===== src/rtl/mux_rr4_if.sv =====
// rtl/mux_rr4_if.sv - handshake bundle between four request channels and one output stream
//
// Purpose: groups the per-channel valid/data/ready signals and the muxed
// output stream (d, s, out_valid, out_ready) of mux_rr4.
// Ports (signals):
//   in_valid  [3:0]     per-channel request
//   in_data   [4*W-1:0] channel i data in bits [i*W +: W]
//   in_ready  [3:0]     per-channel accept, one-hot or zero
//   d         [W-1:0]   output beat data
//   s         [1:0]     output beat source channel
//   out_valid           output beat present
//   out_ready           downstream accepts the beat
// Modports: slave = the multiplexer, master = the upstream/downstream driver.
interface mux_rr4_if #(
  parameter int W = 1
);
  logic [3:0]     in_valid;
  logic [4*W-1:0] in_data;
  logic [3:0]     in_ready;
  logic [W-1:0]   d;
  logic [1:0]     s;
  logic           out_valid;
  logic           out_ready;

  modport slave (
    input  in_valid, in_data, out_ready,
    output in_ready, d, s, out_valid
  );

  modport master (
    output in_valid, in_data, out_ready,
    input  in_ready, d, s, out_valid
  );
endinterface


===== src/rtl/mux_rr4.sv =====
// rtl/mux_rr4.sv - round-robin 4-to-1 multiplexer with registered output beat
//
// Purpose: arbitrates four valid/ready channels round-robin and emits one
// beat per cycle as (d, s) with a registered out_valid.
// Ports:
//   clk    rising-edge clock
//   rst_n  synchronous active-low reset
//   bus    mux_rr4_if.slave: in_valid/in_data/in_ready inputs side,
//          d/s/out_valid/out_ready output side
module mux_rr4 #(
  parameter int W = 1
) (
  input  logic    clk,
  input  logic    rst_n,
  mux_rr4_if.slave bus
);

  typedef enum logic {
    EMPTY = 1'b0,
    FULL  = 1'b1
  } state_t;

  state_t       state_q, state_d;
  logic [W-1:0] d_q, d_d;
  logic [1:0]   s_q, s_d;
  logic [1:0]   ptr_q, ptr_d;

  logic         load_en;
  logic         grant_vld;
  logic [1:0]   grant;
  logic [1:0]   idx;

  // The register may take a new beat when empty or when its current beat
  // leaves this cycle; reset forces it closed so in_ready stays low.
  assign load_en = rst_n & ((state_q == EMPTY) | bus.out_ready);

  // First requesting channel starting at ptr; 2-bit addition wraps mod 4.
  always_comb begin
    grant_vld = 1'b0;
    grant     = ptr_q;
    idx       = ptr_q;
    for (int k = 0; k < 4; k++) begin
      idx = ptr_q + 2'(k);
      if (!grant_vld && bus.in_valid[idx]) begin
        grant_vld = 1'b1;
        grant     = idx;
      end
    end
  end

  always_comb begin
    bus.in_ready = 4'b0000;
    if (load_en && grant_vld) begin
      bus.in_ready[grant] = 1'b1;
    end
  end

  always_comb begin
    state_d = state_q;
    d_d     = d_q;
    s_d     = s_q;
    ptr_d   = ptr_q;
    if (load_en) begin
      if (grant_vld) begin
        state_d = FULL;
        d_d     = bus.in_data[grant*W +: W];
        s_d     = grant;
        ptr_d   = grant + 2'd1;
      end else begin
        // Drained with nothing to replace it; d/s keep their last values.
        state_d = EMPTY;
      end
    end
  end

  always_ff @(posedge clk) begin
    if (!rst_n) begin
      state_q <= EMPTY;
      d_q     <= '0;
      s_q     <= 2'b00;
      ptr_q   <= 2'b00;
    end else begin
      state_q <= state_d;
      d_q     <= d_d;
      s_q     <= s_d;
      ptr_q   <= ptr_d;
    end
  end

  assign bus.d         = d_q;
  assign bus.s         = s_q;
  assign bus.out_valid = (state_q == FULL);

endmodule


===== src/flat_wrapper.sv =====
// flat-port wrapper written by rule: the top's interface ports become plain ports
module mux_rr4_flat 
#(
  parameter int W = 1
)
  (clk, rst_n, bus_in_valid, bus_in_data, bus_out_ready, bus_in_ready, bus_d, bus_s, bus_out_valid);
  mux_rr4_if #(.W(W)) bus_i ();
  input  logic clk;
  input  logic rst_n;
  input wire logic [$bits(bus_i.in_valid)-1:0] bus_in_valid;
  input wire logic [$bits(bus_i.in_data)-1:0] bus_in_data;
  input wire logic [$bits(bus_i.out_ready)-1:0] bus_out_ready;
  output wire logic [$bits(bus_i.in_ready)-1:0] bus_in_ready;
  output wire logic [$bits(bus_i.d)-1:0] bus_d;
  output wire logic [$bits(bus_i.s)-1:0] bus_s;
  output wire logic [$bits(bus_i.out_valid)-1:0] bus_out_valid;
  assign bus_i.in_valid = bus_in_valid;
  assign bus_i.in_data = bus_in_data;
  assign bus_i.out_ready = bus_out_ready;
  assign bus_in_ready = bus_i.in_ready;
  assign bus_d = bus_i.d;
  assign bus_s = bus_i.s;
  assign bus_out_valid = bus_i.out_valid;
  mux_rr4 #(.W(W)) u_core (.clk(clk), .rst_n(rst_n), .bus(bus_i));
endmodule

===== config.mk =====
export PLATFORM = sky130hd
export DESIGN_NAME = mux_rr4_flat
export DESIGN_NICKNAME = d
export VERILOG_FILES = /design/src/rtl/mux_rr4_if.sv /design/src/rtl/mux_rr4.sv /design/src/flat_wrapper.sv
export SDC_FILE = /design/constraint.sdc
export NUM_CORES = 1
export LEC_CHECK = 0
export ABC_CLOCK_PERIOD_IN_PS = 1550
export BUFFER_PORTS_ARGS = -buffer_cell sky130_fd_sc_hd__buf_2
export CAP_MARGIN = 20
export CORE_MARGIN = 2
export CORE_UTILIZATION = 25
export CTS_CLUSTER_DIAMETER = 80
export DETAILED_ROUTE_END_ITERATION = 8
export HOLD_SLACK_MARGIN = 0.05
export SYNTH_ARGS = -nofsm -noshare
export SYNTH_HDL_FRONTEND = slang
export SYNTH_SLANG_ARGS = --single-unit

===== constraint.sdc =====
create_clock -name clk -period 1.55 [get_ports clk]
set_input_delay 0.0775 -clock clk [delete_from_list [all_inputs] [get_ports clk]]
set_output_delay 0.0775 -clock clk [all_outputs]
set_load 0.03 [all_outputs]

==> flow_summary.json <==
{
  "status": "finished clean",
  "synth.cell_area_um2": 427.9,
  "synth_top_family_by_area": "simple AND/OR/NAND/NOR gates",
  "crit_type": "reg2out",
  "r2r_end": "u_core.bus.d",
  "first_pass_iters": 4,
  "hold_end": "u_core.ptr_q[0]",
  "clock_latency_ns": 0.24,
  "synthDistinctLibCells": 29,
  "muxShareOfSynthArea_pct": 2.339,
  "dieArea_um2": 2058,
  "grt_pass1_vias": 441,
  "cts_tree": "done",
  "fp.dieH_um": 45.37,
  "grt_max_degree": 9,
  "gp_congestion": 0.7315,
  "diodes": 0,
  "wirelength_met1_um": 477,
  "portBuffers": 18,
  "cts_root_buffer": "clkbuf_4",
  "hold_path_class": "in2reg",
  "clock_sinks": 6,
  "synthCells": 49,
  "synth_nets": 60,
  "yosys.area_share.simple_pct": 38.89,
  "top_layer_used": "met3",
  "cp-end-kind": "output pin",
  "synth_seq_area_share_pct": 28.07,
  "met2WireLength_um": 504,
  "setup_ws_ns": 0.001217,
  "timing.rr.start": "u_core.ptr_q[1]",
  "min_from": "rst_n",
  "setup_violations": 0,
  "fin_crit_ns": 1.549,
  "core-area_um2": 1559,
  "fin_tns_setup_ns": 0,
  "worstPathArrival_ns": 1.47,
  "nets": 90,
  "syn_area_per_cell_um2": 8.733,
  "rsz0062_at_grt": "true",
  "synth_warnings": 0,
  "post-route-period-util_pct": 99.92,
  "r2r_slack_ns": 0.04,
  "antenna_left": 0,
  "clk_pin_slew_worst_paths_ns": 0.04,
  "vias": 462,
  "syn_to_final_growth_pct": 55.56,
  "wire_per_inst_um": 11.19,
  "power_density_nw_per_um2": 1106,
  "cts_hold_buf": 0,
  "final_max_slew_viol_count": 0,
  "path_max_fanout": 5,
  "fin_util_pct": 42.70,
  "r2r_cells": 7,
  "vias_per_cell": 4.968,
  "cts_buffers": 3,
  "hpwl_um": 767.1,
  "grt_first_pass_wirelength_um": 1835,
  "track_usage_pct": 12.41,
  "pre_cts_ws_ns": 0.1047,
  "crit_path_start": "u_core.ptr_q[1]",
  "synthAdderAreaFrac_pct": 0,
  "drive_above_1_share_pct": 58.44,
  "fmax_mhz": 645.7,
  "synthXorXnorAreaFrac_pct": 2.047,
  "ios": 19,
  "overflow": 0,
  "timing.max_cap.violations": 0,
  "worst_setup_path_start_kind": "flop",
  "fp.dieW_um": 45.37,
  "antenna_found_initial": 0,
  "cts.path.max_buffers": 2,
  "ir_drop_v": 0.0007484,
  "initial_core_util_pct": 27.45,
  "drc_errors": 0,
  "instances_no_fill": 93,
  "hold_viol": 0,
  "synth_compound_area_share_pct": 25.15,
  "fin_skew_ns": 0.003588,
  "drtIter0Drc": 10,
  "worst-slew-pin-transition_ns": 0.3556,
  "wl_met3_um": 59,
  "leakage_nw": 0.2933,
  "relSlewSlack_pct": 75.96,
  "synth-seq-cells": 6,
  "whs_ns": 0.1403,
  "cts_max_level": 1,
  "drt-total-wl_um": 1041,
  "rows": 14,
  "placed_cells": 84,
  "critical_path_required_ns": 1.47,
  "whs_path_depth": 3
}
-- critical path: stages, from the launching register on --
cell	delay, ns
dfxtp_2	0.32
or3_1	0.33
nand4b_1	0.12
nand2_2	0.11
nor3_2	0.16
buf_4	0.18
-- synthesized netlist by cell type --
| cell | instances | area [µm²] |
|---|---|---|
| a211oi_2 | 1 | 12.51 |
| a21boi_1 | 1 | 7.510 |
| a21oi_1 | 2 | 10.01 |
| a21oi_2 | 1 | 8.760 |
| and3_1 | 1 | 6.260 |
| buf_6 | 1 | 11.26 |
| dfxtp_1 | 6 | 120.1 |
| inv_1 | 1 | 3.750 |
| mux2i_1 | 1 | 10.01 |
| nand2_1 | 2 | 7.510 |
| nand2_2 | 1 | 6.260 |
| nand2b_1 | 3 | 18.77 |
| nand3_1 | 3 | 15.01 |
| nand3b_1 | 1 | 7.510 |
| nand4b_1 | 1 | 8.760 |
| nor2_1 | 3 | 11.26 |
| nor2b_1 | 4 | 25.02 |
| nor3_1 | 2 | 10.01 |
| nor3_4 | 1 | 16.27 |
| nor4b_1 | 1 | 8.760 |
| o211ai_2 | 2 | 25.02 |
| o21a_4 | 1 | 15.01 |
| o21ai_0 | 1 | 5.000 |
| o21ai_1 | 3 | 15.01 |
| o31a_1 | 1 | 8.760 |
| or2b_1 | 1 | 7.510 |
| or3_1 | 1 | 6.260 |
| or4_4 | 1 | 11.26 |
| xnor2_1 | 1 | 8.760 |
-- cell usage in the layout, fill, tap and decap left out, drive strengths merged, types with 3 or more instances in the layout --
cell	instances
buf	26
dfxtp	6
nor2b	4
o21ai	4
nor2	3
nand3	3
clkbuf	3
nand2	3
nand2b	3
nor3	3
a21oi	3
-- logic make-up (layout without fill, tap and decap cells) --
logic type      after synthesis  in the layout
compound gates               13             13
xor+xnor                      1              1
buf+inv                       2             30
flops                         6              6
mux                           1              1
simple gates                 26             26
-- area by class of cell --
type                    count  area, µm²
flip-flops and latches      6      125.1
repair buffers             26      163.9
clock buffers               3      22.52
well taps                  16      20.02
inverters                   1      3.754
fillers                   160      893.4
multi-input cells          41      330.3
-- stage by stage --
stage | area, µm² | total power, mW
finish | 665.6 | 0.7363
global placement | 551.8 | 0.5010
CTS | 650.6 | 0.7292
global route | 665.6 | 0.7918
floorplan | 437.9 | 0.4151
detailed placement | 551.8 | 0.5029
-- registers in the layout, indices dropped and copies added (netlist names) --
name / flops
u_core.bus.s: 2
u_core.ptr_q: 2
u_core.bus.d: 1
u_core.bus.out_valid: 1
-- where the power goes --
group	internal (mW)	switching, mW	total [mW]
Combinational	0.192	0.206	0.398
Sequential	0.182	0.0159	0.198
Clock	0.0873	0.0530	0.140
-- metal layers --
metal	track usage (%)	up-vias
li1	-	240
met5	0	-
met1	15.61	207
met4	3.529	0
met2	19.71	15
met3	4.762	0
-- worst max-delay path by stage --
stage                       to  slack (ns)  cells past startpoint
2_1_floorplan  bus_in_ready[1]        0.02                      5
3_3_place_gp   bus_in_ready[2]        0.11                      7
3_5_place_dp   bus_in_ready[2]        0.10                      7
4_1_cts        bus_in_ready[2]       -0.01                      7
5_1_grt        bus_in_ready[0]       -0.08                      5
6_report       bus_in_ready[0]       0.001                      5
-- repair_timing --
action | 4_1_cts | 5_1_grt
resized for setup | 11 | 5
setup buffers | 5 | 1
pin swaps | 6 | 5
setup endpoints to repair | 4 | 4
No activity file was read; power rests on OpenSTA's default activity.
